**src/rtl/hatch_pkg.sv**
```systemverilog
// Shared state encoding and scene codes for the incubation sequencer;
// the 8x8 dot-matrix driver imports the same scene constants.
package hatch_pkg;

  typedef enum logic [2:0] {
    IDLE    = 3'd0,
    GROW    = 3'd1,
    CRACK   = 3'd2,
    HATCHED = 3'd3,
    FAIL    = 3'd4
  } hatch_state_e;

  localparam logic [3:0] SCN_GROW0   = 4'd0;
  localparam logic [3:0] SCN_GROW1   = 4'd1;
  localparam logic [3:0] SCN_GROW2   = 4'd2;
  localparam logic [3:0] SCN_GROW3   = 4'd3;
  localparam logic [3:0] SCN_GROW4   = 4'd4;
  localparam logic [3:0] SCN_GROW5   = 4'd5;
  localparam logic [3:0] SCN_CRACK_A = 4'd6;
  localparam logic [3:0] SCN_CRACK_B = 4'd7;
  localparam logic [3:0] SCN_ALARM   = 4'd8;
  localparam logic [3:0] SCN_CHICK_A = 4'd9;
  localparam logic [3:0] SCN_CHICK_B = 4'd10;
  localparam logic [3:0] SCN_FAIL    = 4'd11;

  function automatic logic [3:0] chickScene(input logic phase);
    return phase ? SCN_CHICK_B : SCN_CHICK_A;
  endfunction

endpackage

```
**src/rtl/sec_prescaler.sv**
```systemverilog
// One-second time base: counts CLK_HZ display-clock cycles and pulses tick
// in the last cycle of each second; clr forces a fresh second, hold freezes.
module sec_prescaler #(
  parameter int CLK_HZ = 1000
) (
  input  logic clk,
  input  logic rst,
  input  logic clr,
  input  logic hold,
  output logic tick
);

  localparam int CW = $clog2(CLK_HZ) + 1;
  localparam logic [CW-1:0] CNT_LAST = CW'(CLK_HZ - 1);

  logic [CW-1:0] r_cnt;

  assign tick = !clr && !hold && (r_cnt == CNT_LAST);

  always_ff @(posedge clk or posedge rst) begin
    if (rst) begin
      r_cnt <= '0;
    end else if (clr) begin
      r_cnt <= '0;
    end else if (!hold) begin
      r_cnt <= (r_cnt == CNT_LAST) ? '0 : r_cnt + 1'b1;
    end
  end

endmodule

```
**src/rtl/hatch_scene_ctrl.sv**
```systemverilog
// Incubation sequencer feeding the dot-matrix driver: grow, crack, hatch on a
// 1 Hz base, with temperature alarm/fail. Define HATCH_PAUSE_EN for a pause input.
module hatch_scene_ctrl #(
  parameter int CLK_HZ    = 1000,
  parameter int STAGE_SEC = 3,
  parameter int CRACK_SEC = 2,
  parameter int FAIL_SEC  = 5
) (
  input  logic       clk,
  input  logic       rst,
  input  logic       st,
  input  logic       temp_ok,
`ifdef HATCH_PAUSE_EN
  input  logic       pause,
`endif
  output logic [3:0] num,
  output logic       temp,
  output logic       st_out,
  output logic       done,
  output logic       fail
);

  import hatch_pkg::*;

  localparam logic [2:0] ST_IDLE    = IDLE;
  localparam logic [2:0] ST_GROW    = GROW;
  localparam logic [2:0] ST_CRACK   = CRACK;
  localparam logic [2:0] ST_HATCHED = HATCHED;
  localparam logic [2:0] ST_FAIL    = FAIL;

  localparam int SEC_MAX = (STAGE_SEC > CRACK_SEC) ? STAGE_SEC : CRACK_SEC;
  localparam int GW      = $clog2(SEC_MAX) + 1;
  localparam int BW      = $clog2(FAIL_SEC) + 1;
  localparam logic [GW-1:0] STAGE_LAST = GW'(STAGE_SEC - 1);
  localparam logic [GW-1:0] CRACK_LAST = GW'(CRACK_SEC - 1);
  localparam logic [BW-1:0] FAIL_LAST  = BW'(FAIL_SEC - 1);
  localparam logic [2:0]    LAST_STAGE = 3'd5;

  logic [2:0]    r_state;
  logic [2:0]    r_stage;
  logic [GW-1:0] r_good;
  logic [BW-1:0] r_bad;
  logic          r_frame;
  logic          r_chick;
  logic [3:0]    r_num;
  logic          r_temp;
  logic          r_stOut;
  logic          r_done;
  logic          r_fail;

  logic          w_tick;
  logic          w_pause;
  logic          w_clr;
  logic          w_inRun;
  logic [GW-1:0] w_secLast;
  logic [3:0]    w_num;
  logic          w_temp;

`ifdef HATCH_PAUSE_EN
  assign w_pause = pause;
`else
  assign w_pause = 1'b0;
`endif

  assign w_clr = !st || (r_state == ST_IDLE);

  sec_prescaler #(.CLK_HZ(CLK_HZ)) u_prescaler (
    .clk  (clk),
    .rst  (rst),
    .clr  (w_clr),
    .hold (w_pause),
    .tick (w_tick)
  );

  // Scene for the next output register; a low temp_ok overrides grow/crack art.
  always_comb begin
    w_inRun   = (r_state == ST_GROW) || (r_state == ST_CRACK);
    w_secLast = (r_state == ST_CRACK) ? CRACK_LAST : STAGE_LAST;
    w_num     = SCN_GROW0;
    w_temp    = 1'b1;
    case (r_state)
      ST_GROW: begin
        case (r_stage)
          3'd1:    w_num = SCN_GROW1;
          3'd2:    w_num = SCN_GROW2;
          3'd3:    w_num = SCN_GROW3;
          3'd4:    w_num = SCN_GROW4;
          3'd5:    w_num = SCN_GROW5;
          default: w_num = SCN_GROW0;
        endcase
      end
      ST_CRACK:   w_num = r_frame ? SCN_CRACK_B : SCN_CRACK_A;
      ST_HATCHED: w_num = chickScene(r_chick);
      ST_FAIL: begin
        w_num  = SCN_FAIL;
        w_temp = 1'b0;
      end
      default: ;
    endcase
    if (w_inRun && !temp_ok) begin
      w_num  = SCN_ALARM;
      w_temp = 1'b0;
    end
  end

  always_ff @(posedge clk or posedge rst) begin
    if (rst) begin
      r_stOut <= 1'b0;
    end else begin
      r_stOut <= st;
    end
  end

  // Bad seconds freeze progress instead of rewinding it; FAIL_SEC in a row is fatal.
  always_ff @(posedge clk or posedge rst) begin
    if (rst) begin
      r_state <= ST_IDLE;
      r_stage <= '0;
      r_good  <= '0;
      r_bad   <= '0;
      r_frame <= 1'b0;
      r_chick <= 1'b0;
      r_num   <= SCN_GROW0;
      r_temp  <= 1'b1;
      r_done  <= 1'b0;
      r_fail  <= 1'b0;
    end else if (!st) begin
      r_state <= ST_IDLE;
      r_stage <= '0;
      r_good  <= '0;
      r_bad   <= '0;
      r_frame <= 1'b0;
      r_chick <= 1'b0;
      r_num   <= SCN_GROW0;
      r_temp  <= 1'b1;
      r_done  <= 1'b0;
      r_fail  <= 1'b0;
    end else if (!w_pause) begin
      r_num  <= w_num;
      r_temp <= w_temp;
      r_done <= (r_state == ST_HATCHED);
      r_fail <= (r_state == ST_FAIL);
      case (r_state)
        ST_IDLE: begin
          r_state <= ST_GROW;
          r_stage <= '0;
          r_good  <= '0;
          r_bad   <= '0;
          r_frame <= 1'b0;
        end
        ST_GROW, ST_CRACK: begin
          if (w_tick) begin
            if (temp_ok) begin
              r_bad <= '0;
              if (r_good == w_secLast) begin
                r_good <= '0;
                if (r_state == ST_GROW) begin
                  if (r_stage == LAST_STAGE) begin
                    r_state <= ST_CRACK;
                    r_frame <= 1'b0;
                  end else begin
                    r_stage <= r_stage + 1'b1;
                  end
                end else if (!r_frame) begin
                  r_frame <= 1'b1;
                end else begin
                  r_state <= ST_HATCHED;
                  r_chick <= 1'b0;
                end
              end else begin
                r_good <= r_good + 1'b1;
              end
            end else if (r_bad == FAIL_LAST) begin
              r_state <= ST_FAIL;
            end else begin
              r_bad <= r_bad + 1'b1;
            end
          end
        end
        ST_HATCHED: begin
          if (w_tick) begin
            r_chick <= ~r_chick;
          end
        end
        default: ;
      endcase
    end
  end

  assign num    = r_num;
  assign temp   = r_temp;
  assign st_out = r_stOut;
  assign done   = r_done;
  assign fail   = r_fail;

endmodule
```
**config.mk**
```make
export PLATFORM = sky130hd
export DESIGN_NAME = hatch_scene_ctrl
export DESIGN_NICKNAME = d
export VERILOG_FILES = /design/src/rtl/hatch_pkg.sv /design/src/rtl/sec_prescaler.sv /design/src/rtl/hatch_scene_ctrl.sv
export SDC_FILE = /design/constraint.sdc
export NUM_CORES = 1
export LEC_CHECK = 0
export BUFFER_PORTS_ARGS = -buffer_cell sky130_fd_sc_hd__buf_4
export CAP_MARGIN = 10
export CORE_ASPECT_RATIO = 0.6
export CORE_MARGIN = 2
export CORE_UTILIZATION = 49
export DETAILED_ROUTE_END_ITERATION = 12
export PLACE_DENSITY = 0.71
export SLEW_MARGIN = 30
export SYNTH_ARGS = -nofsm -noshare
export SYNTH_HDL_FRONTEND = slang
export SYNTH_SLANG_ARGS = --single-unit
```
**constraint.sdc**
```tcl
create_clock -name clk -period 2 [get_ports clk]
set_input_delay 0.1 -clock clk [delete_from_list [all_inputs] [get_ports clk]]
set_output_delay 0.1 -clock clk [all_outputs]
set_load 0.02 [all_outputs]
```
==> impl.org <==
** Run status
- The run finished with clean final reports.

** Logic synthesis
- By instance count, the leading cell after synthesis is sky130_fd_sc_hd__dfrtp_1.
- Counting flops and latches in the post-synthesis netlist gives 34.
- Syn_nets :: 215
- Yosys attributes the largest share of cell area to sky130_fd_sc_hd__dfrtp_1, sky130_fd_sc_hd__ha_1, sky130_fd_sc_hd__o21ai_0.
- The average instance in the mapped netlist occupies 9.36 um2.
- In the synthesized netlist, the number of instances is 202.
- Count of flip-flops with a built-in enable after synthesis :: 0
- Top FF cell, synth :: sky130_fd_sc_hd__dfrtp_1
- Yosys top cell area share :: 43.7%
- Biggest area consumer among synthesized cells :: sky130_fd_sc_hd__dfrtp_1
- Summing the sequential cell areas from Yosys gives 45.1% of the chip area.
- Number of distinct library cells after synthesis :: 42
- Most numerous cell types in the synthesized netlist :: sky130_fd_sc_hd__dfrtp_1, sky130_fd_sc_hd__nor2_1, sky130_fd_sc_hd__o21ai_0
- For this run, asynchronously set or reset flops after synthesis account for 100%.
- Yosys Warn Count :: 0
- Area of the mapped netlist :: 0.00189 mm2

** Detailed routing
- Wirelength, routed :: 4370 um
- Number of antenna-violating nets in the routed design :: 0
- In this run, the number of DRC markers left after iteration 0 of detailed routing was 161.
- Post-DR wirelength/cell :: 15.5 um
- Routed vias :: 1631
- For this run, the detailed router's first-pass iteration total came to 4.
- Via density per instance :: 5.78
- Residual DRC count :: 0

** Global route
- Global routing finished with a remaining overflow of 0.
- The first global-routing pass estimated 7100 um of wire.
- Entering global routing, the biggest net connects 35 pins.
- The via count of the first global-routing pass is 1468.
- Global routing consumed, over all layers together, 21.7% of the routing resources.
- Antenna violations before repair :: 0

** Timing
- Clock skew on the completed layout was measured at 0.0128 ns.
- The count of final hold-check violations was 0.
- Setup slack closes at 0.0168 ns.
- On the final layout, the worst hold slack is 0.0116 ns.
- Worst Max-Slew Pin Slew :: 0.428 ns
- Worst relative slew slack :: 71.5%
- Final setup viols :: 0
- Counting I/O delays and the setup requirement, the final critical path takes 1.98 ns.
- Final-report max-slew violation count :: 0
- Setup repair after global routing could not meet its margin everywhere.
- In the finished design, the share of the clock period the worst path needs comes to 99.2%.
- Maximum operating frequency :: 504 MHz

** Clocking
- TritonCTS built the clock tree.
- For the worst-skew pair, the clock arrives at the later sink with an insertion delay of 0.30 ns.
- Number of buffers between clock root and the deepest sink :: 2
- The number of clock buffers added by TritonCTS is 5.
- Clock tree synthesis selected as its root buffer the cell sky130_fd_sc_hd__clkbuf_8.
- For this design, the sink count on the clock tree is 34.
- Clock-pin slew was measured on the worst setup and hold paths at 0.08 ns.
- The H-tree generated during clock tree synthesis spans 2 levels.

** Pwr
- Sequential cells burn 35.5% of the power.
- Comb pwr share :: 41.5%
- Int Power :: 0.00149 W
- Power density over the cells :: 1040 mW/mm2
- The analysis attributes to net switching a power of 0.000898 W.
- Sw frac :: 37.7%
- Relative contribution of the clock network to total power :: 23.0%
- Final Power :: 0.00238 W
- Leakage :: 1.05 nW
- Across the VDD grid, the largest voltage drop is 0.594 mV.

** Final layout
- Final antenna diode count :: 0
- Final net count :: 247
- Number of fillers in the final layout :: 291
- Area taken by flip-flops and latches :: 852 um2
- Compared with the post-synthesis result, the final layout area differs by 21.7%.
- Summing all multi-input logic gate instances after layout gives 996 um2.
- The post-route netlist has 24.3% of its cells at a drive strength greater than 1.
- Leaving out filler cells and counting taps, the final layout contains 282.
- Final core utilization :: 62.5%

** Floorplanning
- After floorplanning, the core was divided into 17 placement rows.
- The floorplan step set the die width to 84.2 um.
- Total die area :: 0.00439 mm2
- Ports :: 12
- Starting density of the core :: 51.4%
- In this run the vertical extent of the chip is 52.1 um.
- Core region area :: 0.00368 mm2

** Critical path
- CP startpoint kind :: flop
- For the worst setup path, the data arrival time is 2.22 ns.
- Element type at the critical path end :: flop
- Slowest stage cell, crit path :: sky130_fd_sc_hd__or4b_4
- Crit-path cells :: or4b_4, nor3_4, a21oi_4, or4_1, o21ai_1
- In this design, the largest share of critical-path delay is due to simple AND/OR/NAND/NOR gates.
- Data required time at the worst endpoint :: 2.24 ns
- On the worst path, the slowest cell contributes a delay of 0.56 ns.
- WP buf/inv :: 0
- In this run the worst path has a maximum fanout of 6.
- The critical path in this run is classified as reg2reg.

** Placed design
- Buffers on Ports :: 11
- The HPWL after detailed placement is 3160 um.
- Prior to clock tree synthesis, the placed netlist has a worst setup slack of 0.00285 ns.
- Post-Place Cells :: 270
- Final weighted congestion in routability-driven placement :: 0.907

** Job
- Max-cap violations in this run came to 0.

** Worst hold path
- Type of the worst min-delay path :: in2reg
[layer usage]
metal	routed length (um)	share of wire [%]	vias to the layer above	track usage [%]
met5	0	0	-	0
met4	55	1.3	0	5.11
met3	442	10	6	8.25
met2	1800	41	77	30.8
met1	2070	47	780	31.3
li1	-	-	768	-
[cell families (layout without fill, tap and decap cells)]
group	Yosys count	in the layout	share of synthesized area, %
compound gates	48	48	16.2
xor+xnor	9	9	4.17
fa+ha+maj	9	9	5.96
buf+inv	20	53	4.04
flops	34	34	45.1
mux	5	5	2.85
simple gates	77	77	21.7
[power by group through the flow]
stage | Sequential, W | Combinational [W] | Clock [W]
finish | 0.000848 | 0.000989 | 0.000548
global route | 0.000857 | 0.00107 | 0.000594
CTS | 0.000843 | 0.000928 | 0.000544
detailed placement | 0.000857 | 0.000911 | 0
global placement | 0.000851 | 0.000885 | 0
floorplan | 0.000888 | 0.000541 | 0
[cells in the final DEF, fill, tap and decap left out, types with 2 or more instances in the layout]
master and n:
sky130_fd_sc_hd__xor2_1 4, sky130_fd_sc_hd__nand3_1 9, sky130_fd_sc_hd__mux2i_1 2, sky130_fd_sc_hd__buf_4 33, sky130_fd_sc_hd__mux2_2 3, sky130_fd_sc_hd__a211o_1 2
sky130_fd_sc_hd__nor3b_1 3, sky130_fd_sc_hd__nor2_1 25, sky130_fd_sc_hd__inv_1 11, sky130_fd_sc_hd__ha_1 8, sky130_fd_sc_hd__nand3b_1 4, sky130_fd_sc_hd__nand2_1 12
sky130_fd_sc_hd__or2_2 3, sky130_fd_sc_hd__a41oi_1 2, sky130_fd_sc_hd__o21ai_0 19, sky130_fd_sc_hd__xnor2_1 5, sky130_fd_sc_hd__nor2b_1 5, sky130_fd_sc_hd__a21oi_1 10
sky130_fd_sc_hd__nand2b_1 4, sky130_fd_sc_hd__dfrtp_1 33, sky130_fd_sc_hd__a211oi_1 2, sky130_fd_sc_hd__clkbuf_8 6, sky130_fd_sc_hd__o21a_1 3
[final timing paths]
| kind | from | to | slack [ns] | cells past startpoint |
|---|---|---|---|---|
| max in group asynchronous | rst | temp$_DFF_PP1_ | 1.22 | 4 |
| worst max-delay path | u_prescaler.r_cnt[3]$_DFF_PP0_ | r_bad[3]$_DFFE_PP0P_ | 0.02 | 5 |
| min in group asynchronous | rst | num[2]$_DFF_PP0_ | 0.45 | 4 |
| worst min-delay path | st | st_out$_DFF_PP0_ | 0.01 | 1 |
| worst min register to register | r_bad[3]$_DFFE_PP0P_ | r_bad[3]$_DFFE_PP0P_ | 0.47 | 1 |
| worst max register to register | u_prescaler.r_cnt[3]$_DFF_PP0_ | r_bad[3]$_DFFE_PP0P_ | 0.02 | 5 |
[metrics by stage]
stage,area [um2],TNS (ns)
3_3_place_gp,2140,0
5_1_grt,2300,-0.0274
4_1_cts,2250,0
2_1_floorplan,1890,0
3_5_place_dp,2140,0
6_report,2300,0
[area by class of cell]
type	instances	share of cell area, %
Clock inverter	2	0.544
Clock buffer	6	3.59
Timing Repair Buffer	34	11.2
Inverter	11	1.79
Sequential cell	34	37.0
Multi-Input combinational cell	148	43.3
Tap cell	47	2.56
[sequential cells by signal, summed over array words and instances, names as in the netlist]
name / cells
r_frame: 1
r_chick: 1
u_prescaler.r_cnt: 11
done: 1
num: 4
r_stage: 3
st_out: 1
fail: 1
temp: 1
r_good: 3
r_state: 3
r_bad: 4
[what timing repair did]
item                                    CTS  global route
endpoints found under the hold margin    33             0
resized for setup                         1             5
buffers inserted                          0             3
pin swaps                                 1             1
hold buffers                              1             0
endpoints found under the setup margin    1             8
(Power assumes the default switching activity.)
